--- config.mk ---
export PLATFORM = sky130hd
export DESIGN_NAME = d2s_channel
export DESIGN_NICKNAME = d
export VERILOG_FILES = /design/src/rtl/d2s_pkg.sv /design/src/rtl/lfsr_gen.sv /design/src/rtl/d2s_channel.sv
export SDC_FILE = /design/constraint.sdc
export NUM_CORES = 1
export LEC_CHECK = 0
export ABC_CLOCK_PERIOD_IN_PS = 1900
export CORE_MARGIN = 2
export CORE_UTILIZATION = 55
export CTS_BUF_LIST = sky130_fd_sc_hd__clkbuf_4
export DETAILED_ROUTE_END_ITERATION = 8
export PLACE_DENSITY = 0.79
export SLEW_MARGIN = 20
export SYNTH_ARGS = -nofsm -noshare
export SYNTH_HDL_FRONTEND = slang
export SYNTH_HIERARCHICAL = 1
export SYNTH_SLANG_ARGS = --single-unit
--- constraint.sdc ---
create_clock -name CLK_D2S -period 1.9 [get_ports CLK_D2S]
set_clock_uncertainty 0.05 [all_clocks]
set_input_delay 0.19 -clock CLK_D2S [delete_from_list [all_inputs] [get_ports CLK_D2S]]
set_output_delay 0.19 -clock CLK_D2S [all_outputs]
set_load 0.1 [all_outputs]
--- src/rtl/d2s_pkg.sv ---
// Shared types and constants for the deterministic-to-stochastic channel.
// LFSR tap masks, LFSR-B geometry and the frame state encoding.
package d2s_pkg;

  typedef enum logic [1:0] {
    S_IDLE,
    S_INI,
    S_DEC,
    S_FIN
  } state_e;

  localparam int          LFSR_B_W    = 16;
  localparam logic [15:0] LFSR_B_TAPS = 16'hD008;

  // Maximal-length Fibonacci tap masks; bit (t-1) set for tap t.
  function automatic logic [15:0] lfsr_taps(input int width);
    logic [15:0] m;
    m = 16'h0000;
    case (width)
      4:       m = 16'h000C;
      5:       m = 16'h0014;
      6:       m = 16'h0030;
      7:       m = 16'h0060;
      8:       m = 16'h00B8;
      9:       m = 16'h0110;
      10:      m = 16'h0240;
      11:      m = 16'h0500;
      12:      m = 16'h0829;
      13:      m = 16'h100D;
      14:      m = 16'h2015;
      15:      m = 16'h6000;
      16:      m = 16'hD008;
      default: m = 16'h0000;
    endcase
    return m;
  endfunction

endpackage

--- src/rtl/lfsr_gen.sv ---
// Free-running Fibonacci LFSR with seed reload on the all-zero state.
// Only the low OUT_W bits are exported.
module lfsr_gen #(
  parameter int               WIDTH = 8,
  parameter int               OUT_W = WIDTH,
  parameter logic [WIDTH-1:0] SEED  = '1,
  parameter logic [WIDTH-1:0] TAPS  = '1
) (
  input  logic             clk,
  input  logic             rst,
  output logic [OUT_W-1:0] q
);

  logic [WIDTH-1:0] q_q;
  logic [WIDTH-1:0] q_d;
  logic             fb;

  always_comb begin
    fb  = ^(q_q & TAPS);
    q_d = {q_q[WIDTH-2:0], fb};
    if (q_q == '0) begin
      q_d = SEED;
    end
  end

  always_ff @(posedge clk) begin
    if (rst) begin
      q_q <= SEED;
    end else begin
      q_q <= q_d;
    end
  end

  assign q = q_q[OUT_W-1:0];

endmodule

--- src/rtl/d2s_channel.sv ---
// Channel stage: stochastic bit c, edge-memory address and the
// INIT / RUN / DONE frame sequencing for one equality node.
module d2s_channel
  import d2s_pkg::*;
#(
  parameter int          W        = 8,
  parameter int          EM_AW    = 3,
  parameter int          INIT_CYC = 16,
  parameter logic [15:0] SEED_A   = 16'h005A,
  parameter logic [15:0] SEED_B   = 16'hACE1
) (
  input  logic             CLK_D2S,
  input  logic             RST,
  input  logic             LOAD,
  input  logic [W-1:0]     P_IN,
  input  logic [7:0]       NDEC,
  output logic             c,
  output logic [EM_AW-1:0] EM_SEL,
  output logic             INIT,
  output logic             RUN,
  output logic             DONE
);

  localparam int          IW     = (INIT_CYC > 1) ? $clog2(INIT_CYC) : 1;
  localparam logic [W-1:0] TAPS_A = W'(lfsr_taps(W));

  state_e           state_q, state_d;
  logic [W-1:0]     p_q, p_d;
  logic [7:0]       cnt_q, cnt_d;
  logic [IW-1:0]    ini_q, ini_d;
  logic             c_q, c_d;
  logic             init_q, init_d;
  logic             run_q, run_d;
  logic             done_q, done_d;
  logic [EM_AW-1:0] em_q, em_d;

  logic [W-1:0]     lfsr_a;
  logic [EM_AW-1:0] lfsr_b;

  lfsr_gen #(
    .WIDTH (W),
    .OUT_W (W),
    .SEED  (SEED_A[W-1:0]),
    .TAPS  (TAPS_A)
  ) u_lfsr_a (
    .clk (CLK_D2S),
    .rst (RST),
    .q   (lfsr_a)
  );

  lfsr_gen #(
    .WIDTH (LFSR_B_W),
    .OUT_W (EM_AW),
    .SEED  (SEED_B),
    .TAPS  (LFSR_B_TAPS)
  ) u_lfsr_b (
    .clk (CLK_D2S),
    .rst (RST),
    .q   (lfsr_b)
  );

  always_comb begin
    state_d = state_q;
    p_d     = p_q;
    cnt_d   = cnt_q;
    ini_d   = ini_q;
    unique case (state_q)
      S_IDLE: begin
        if (LOAD) begin
          state_d = S_INI;
          p_d     = P_IN;
          cnt_d   = NDEC;
          ini_d   = IW'(INIT_CYC - 1);
        end
      end
      S_INI: begin
        if (ini_q == '0) begin
          state_d = (cnt_q != 8'd0) ? S_DEC : S_FIN;
        end else begin
          ini_d = ini_q - 1'b1;
        end
      end
      S_DEC: begin
        cnt_d = cnt_q - 8'd1;
        if (cnt_q == 8'd1) begin
          state_d = S_FIN;
        end
      end
      S_FIN: begin
        state_d = S_IDLE;
      end
      default: begin
        state_d = S_IDLE;
      end
    endcase

    // Compare uses the LFSR value of this cycle; c shows it next cycle.
    c_d    = ((state_q == S_INI) || (state_q == S_DEC)) && (lfsr_a < p_q);
    init_d = (state_d == S_INI);
    run_d  = (state_d == S_DEC);
    done_d = (state_d == S_FIN);
    em_d   = lfsr_b;
  end

  always_ff @(posedge CLK_D2S) begin
    if (RST) begin
      state_q <= S_IDLE;
      p_q     <= '0;
      cnt_q   <= '0;
      ini_q   <= '0;
      c_q     <= 1'b0;
      init_q  <= 1'b0;
      run_q   <= 1'b0;
      done_q  <= 1'b0;
      em_q    <= SEED_B[EM_AW-1:0];
    end else begin
      state_q <= state_d;
      p_q     <= p_d;
      cnt_q   <= cnt_d;
      ini_q   <= ini_d;
      c_q     <= c_d;
      init_q  <= init_d;
      run_q   <= run_d;
      done_q  <= done_d;
      em_q    <= em_d;
    end
  end

  assign c      = c_q;
  assign EM_SEL = em_q;
  assign INIT   = init_q;
  assign RUN    = run_q;
  assign DONE   = done_q;

endmodule

; Yosys cells after proc, flatten, opt, wreduce, memory -nomap -nowiden
; Index checks and enable logic that the tools add are counted.
[classes]
n_addsub = 2
multipliers = 0
div_mod_pow = 0
order_cmp = 1
n_eq_ne = 9
shift = 0
muxes = 10
n_bitwise = 0
reduce_logical = 16
[op_table]
columns = operator, n
row1 = $logic_not 16->1, 1
row2 = $pmux 8 s2, 1
row3 = $reduce_xor 16->1, 1
row4 = $eq 2x2->1 const B, 4
row5 = $eq 8x1->1 const B, 1
row6 = $logic_not 8->1, 1
row7 = $lt 8x8->1, 1
row8 = $mux 4, 2
row9 = $mux 8, 1
row10 = $pmux 2 s4, 1
row11 = $pmux 4 s2, 1
row12 = $reduce_bool 8->1, 1
row13 = $reduce_xor 8->1, 1
row14 = $sub 8x1->8 const B, 1
row15 = $mux 2, 3
row16 = $eq 2x1->1 const B, 2
row17 = $logic_not 4->1, 1
row18 = $ne 2x2->1 const B, 2
row19 = $reduce_and 2->1, 2
row20 = $reduce_bool 2->1, 2
row21 = $reduce_or 2->1, 2
row22 = $sub 4x1->4 const B, 1
row23 = $reduce_and 3->1, 1
row24 = $logic_not 2->1, 1
row25 = other kinds (3), 3
[totals]
regBits = 53
latchBits = 0
mem_bits_rw = 0
rom_bits = 0
in_bits = 19
memories = 0

; Longest topological paths before layout
[depth]
word_depth = 5
ltp_mapped = 7
depth_no_buf = 6

; Modules after synthesis
; Netlist, hierarchy kept.
[by_module_without_submodules]
columns = module, n_inst, cells_each, area_each_um2, seq_area_each_um2
row1 = d2s_channel, 1, 194, 1592.8, 580.6
row2 = lfsr_gen (u_lfsr_b), 1, 46, 544.3, 320.3
row3 = lfsr_gen (u_lfsr_a), 1, 28, 302.8, 160.2

; Least setup slack after synthesis
; No wires, ideal clock.
[synth_timing]
path_type = flip-flop to flip-flop
from = reg cnt_q[0]
to = reg cnt_q[6]
setup_ps = 132
arrival_time_ps = 1418
t_required_ps = 1718
setup_slack_ps = 299
path_stages_with_launch = 7
n_path_buf = 0
period_less_slack_ps = 1601
cell_sequence = dfxtp_1 inv_1 ha_1 or3b_1 o31a_1 o21ai_0 a21oi_1
[synth_between]
elab_chain_cells = 2
[synth_lines]
columns = item, line_no
row1 = start: declaration, d2s_channel.sv:29  ; logic [7:0] cnt_q, cnt_d;
row2 = start signal: assignment, d2s_channel.sv:119  ; cnt_q <= cnt_d;
row3 = $sub 8x1->8, d2s_channel.sv:84  ; cnt_d = cnt_q - 8'd1;
row4 = $pmux 8 s2, d2s_channel.sv:67  ; unique case (state_q)
; No other way between the ends.
; A chain may end at the register's enable or synchronous reset.

; Final worst setup path
[layout_timing]
from = reg state_q[0]
to = reg init_q, in the netlist INIT
[layout_between]
elab_chain_cells = 3
elab_cells_between_ends = 9
cone_classes = eq/ne (4) / mux (4) / reduce/logical (1)
[layout_lines]
columns = item, line_no
row1 = start: declaration, d2s_channel.sv:27  ; state_e state_q, state_d;
row2 = start signal: assignment, d2s_channel.sv:117  ; state_q <= state_d;
row3 = $eq 2x2->1 (tied with other cells), d2s_channel.sv:67
row4 = $pmux 2 s4 *, d2s_channel.sv:67
row5 = $eq 2x1->1 *, d2s_channel.sv:99  ; init_d = (state_d == S_INI);
row6 = end signal: assignment, d2s_channel.sv:122  ; init_q <= init_d;
row7 = end: declaration, d2s_channel.sv:32  ; logic init_q, init_d;
; Mark *: on every way between the ends. The rest lies on a longest branch, timed or not.

==> impl_table.tex <==
\begin{tabular}{lr}
\hline
Metric & Value \\
\hline
\multicolumn{2}{l}{\textbf{Status}} \\
\quad Status & finished, final reports clean \\
\multicolumn{2}{l}{\textbf{CTS}} \\
\quad Cts repair resizes & 0 \\
\quad Clock tree from TritonCTS & done \\
\quad Number of levels the H-tree was split into & 2 \\
\quad Latest clock arrival within the worst-skew pair & 380 ps \\
\quad Clock-pin slew of the registers on the worst-case setup and hold paths & 160 ps \\
\quad Post-CTS setup buffer count & 0 \\
\quad Clock Sink Count & 53 \\
\quad Max Buffers Root-to-Sink & 2 \\
\quad Root buffer cell & clkbuf\_4 \\
\quad Total CTS buffers & 5 \\
\quad CTS Hold Buffers Added & 0 \\
\multicolumn{2}{l}{\textbf{Power}} \\
\quad Share of total power consumed by net switching & 0.354 \\
\quad Internal power consumption & 1.73 mW \\
\quad Power density relative to cell area & between 900 and 1000 nW/um2 \\
\quad Leakage Power & 1.12 nW \\
\quad Sum of internal, switching and leakage power & 2.68 mW \\
\quad Sequential fraction of design power & 0.501 \\
\quad Maximum VDD drop & 0.451 mV \\
\quad Portion of total power attributed to the clock network & 0.194 \\
\quad NetSw & around 0.95 mW \\
\quad Part of the total power dissipated in combinational logic & 0.305 \\
\multicolumn{2}{l}{\textbf{STA}} \\
\quad Least-Margin Pin Slew & between 300 and 400 ps \\
\quad Slew Limit Fails & 0 \\
\quad Final Cycle Share & 0.932 \\
\quad Maximum clock rate & 0.565 GHz \\
\quad Post-layout minimum cycle time & 1770 ps \\
\quad Worst slew margin & 0.741 \\
\quad Setup slack after layout & 129 ps \\
\quad Hold Vio Cnt, Final & 0 \\
\quad RSZ-0062 raised after global routing & false \\
\quad Final number of setup-violating endpoints & 0 \\
\quad Setup Total Neg Slack & 0 ps \\
\multicolumn{2}{l}{\textbf{Setup path}} \\
\quad Critical path required time & between 2000 and 2500 ps \\
\quad Critical path, cell by cell & inv\_1 > ha\_1 > buf\_4 > nor4\_1 > nand3\_1 > a211oi\_1 \\
\quad Register-to-register path setup slack & $\sim$130 ps \\
\quad Critical setup path kind & reg2reg \\
\quad Worst endpoint data arrival time & 2020 ps \\
\quad Reg-to-reg critical path endpoint & INIT \\
\quad Maximum single-stage delay on the critical path & 390 ps \\
\quad Critical register-to-register path startpoint & state\_q[0] \\
\quad Kind of start point of the critical path & register \\
\quad Highest net fanout along the worst path & 7 \\
\quad Worst-path cell with the longest stage delay & dfxtp\_1 \\
\quad Endpoint class of the critical path & register \\
\quad Path depth of the worst reg2reg path & 6 \\
\multicolumn{2}{l}{\textbf{Synthesis}} \\
\quad Flip-flop and latch count after synthesis & 53 \\
\quad Distinct cell type count of the synthesized netlist & 54 \\
\quad Mean Syn Cell Area & roughly 9.1 um2 \\
\quad Post-synth ARST share & 0 \\
\quad Top\_reg\_cell synth & dfxtp\_1 \\
\quad EDFF count, synth & 0 \\
\quad Count leader, synth & dfxtp\_1 \\
\quad Cell taking the most area after synthesis & dfxtp\_1 \\
\quad Synthesized netlist cell count & 268 \\
\quad Sequential cell area fraction in the yosys report & 0.435 \\
\quad Syn nets & 303 \\
\quad Top cell type's share of synthesized area & 0.435 \\
\quad Post-synthesis instance area & 2440 um2 \\
\quad Yosys warning count & 6 \\
\quad Largest cells by area after synthesis & dfxtp\_1, ha\_1, a21oi\_1 \\
\quad Top cells by instance count after synthesis & dfxtp\_1, a21oi\_1, nand2\_1 \\
\multicolumn{2}{l}{\textbf{Route}} \\
\quad DRC Markers & 0 \\
\quad TritonRoute pass-1 iters & 4 \\
\quad Routed wirelength normalized by instance count & between 10 and 15 um \\
\quad Vias after detailed routing & approximately 1,900 \\
\quad Number of DRC markers after the initial detailed-route iteration & approximately 140 \\
\quad Post-route ant nets & 0 \\
\quad Total wire length & 4.76 mm \\
\quad Routed via count divided by cell count & 5.51 \\
\multicolumn{2}{l}{\textbf{Die}} \\
\quad Area enclosed by the die boundary & $\sim$5000 um2 \\
\quad Die span in x & 70.6 um \\
\quad Cell Rows & 24 \\
\quad Placeable core region & 4320 um2 \\
\quad IO Pins & 26 \\
\quad Initial core utilization & 0.564 \\
\quad Die height & 70.6 um \\
\multicolumn{2}{l}{\textbf{Placement}} \\
\quad Cell area after placement & 2720 um2 \\
\quad Routability Congestion & around 0.78 \\
\quad Estimated wirelength of the detail-placed design & 3.45 mm \\
\quad Placement-stage worst setup slack & 185 ps \\
\quad Port bufs & 25 \\
\multicolumn{2}{l}{\textbf{Hold path}} \\
\quad Hold path startpoint & P\_IN[5] \\
\quad Count of cells along the worst hold path & 3 \\
\quad Worst-case hold path end point & p\_q[5] \\
\quad Class of the tightest hold or removal check & in2reg \\
\multicolumn{2}{l}{\textbf{GRT}} \\
\quad Initial antenna violation count & 0 \\
\quad GRT Overall Usage & 0.201 \\
\quad Via count of the first global-routing pass & between 1,500 and 2,000 \\
\quad Global-route wire length before repair & 8.05 mm \\
\quad Maximum number of pins on one net before global-route repair & 52 \\
\quad Global route total overflow & 0 \\
\multicolumn{2}{l}{\textbf{Layout}} \\
\quad Proportion of layout cells with a drive suffix above 1 & 0.123 \\
\quad Fin area & 2780 um2 \\
\quad Final design utilization & 0.642 \\
\quad Diode count & 0 \\
\quad Number of nets in the final layout & 327 \\
\quad Area added between synthesis and finish & 13.7\% \\
\multicolumn{2}{l}{\textbf{Job}} \\
\quad Max cap viols & 0 \\
\hline
\end{tabular}
==> final cells by class <==
cell class,instances,area [um2]
fillers,379,1550
multi-input cells,182,1230
flip-flops and latches,53,1060
repair buffers,30,283
inverters,20,75.1
well taps,52,65.1
clock buffers,5,37.5
clock inverters,3,21.3
==> critical path, delay by kind of cell (launching register included) <==
kind                     cells  cell delay, ps
AO/OA/AOI/OAI                1             320
adder cells (fa/ha/maj)      1             300
buffers and inverters        2             270
flip-flops                   1             390
AND/OR/NAND/NOR              2             370
==> flip-flops by register name, indices dropped and copies added, names as in the netlist <==
name and cells:
DONE 1, p_q 8, cnt_q 8, INIT 1
u_lfsr_b/q_q 16, state_q 2, c 1, EM_SEL 3
u_lfsr_a/q 8, ini_q 4, RUN 1
==> per-layer routing <==
metal,global-route usage,part of all wire,vias to the layer above
met5,0,0,-
met4,0.0734,0.014,0
met3,0.0456,0.027,6
met2,0.326,0.48,21
met1,0.264,0.48,890
li1,-,-,984
==> how the worst max path moves through the flow <==
stage	startpoint	end	slack, ps	depth (start not counted)
2_1_floorplan	cnt_q[0]	cnt_q[6]	300	6
3_3_place_gp	ini_q[0]	INIT	230	6
3_5_place_dp	ini_q[0]	INIT	180	6
4_1_cts	ini_q[0]	INIT	140	6
5_1_grt	cnt_q[0]	cnt_q[6]	20	6
6_report	state_q[0]	INIT	130	6
==> cells by family after synthesis <==
| logic type | after synthesis | share of synthesized area |
|---|---|---|
| muxes | 2 | 0.00872 |
| adders and majority gates | 16 | 0.0821 |
| xor gates and xnor gates | 4 | 0.0200 |
| AOI/OAI and AO/OA | 65 | 0.166 |
| and+or+nand+nor | 95 | 0.229 |
| buffers and inverters | 33 | 0.0600 |
| DFF | 53 | 0.435 |
==> cells in the final DEF, fill, tap and decap left out, types with 2 or more instances in the layout <==
cell type	synthesis	routed
a211oi_1	9	9
nor4_1	5	5
o21ai_1	5	5
a41o_1	2	2
nor2_1	13	13
or3b_1	2	2
nand2b_1	6	6
dfxtp_1	53	53
ha_1	16	16
or3_1	9	9
o21ai_0	10	10
nand2_1	24	24
nand3_1	4	4
nor2b_1	13	13
nor3_1	2	2
clkbuf_4	0	5
clkdlybuf4s50_1	0	18
or4_4	2	2
o21a_1	2	2
buf_4	3	11
inv_1	20	20
a21oi_1	26	26
xnor2_1	2	2
==> power by group through the flow <==
stage               sequential, mW  combinational, mW  clock (mW)
global placement              1.36              0.787           0
floorplan                     1.44              0.533           0
global route                  1.36              0.907       0.573
detailed placement            1.37              0.812           0
finish                        1.34              0.817       0.520
CTS                           1.34              0.816       0.534
==> through the flow <==
step | hold WS (ps) | cells
global route | 286 | 345
floorplan | 212 | 268
global placement | 378 | 337
detailed placement | 382 | 337
finish | 295 | 345
CTS | 288 | 345
(Power assumes the default switching activity.)
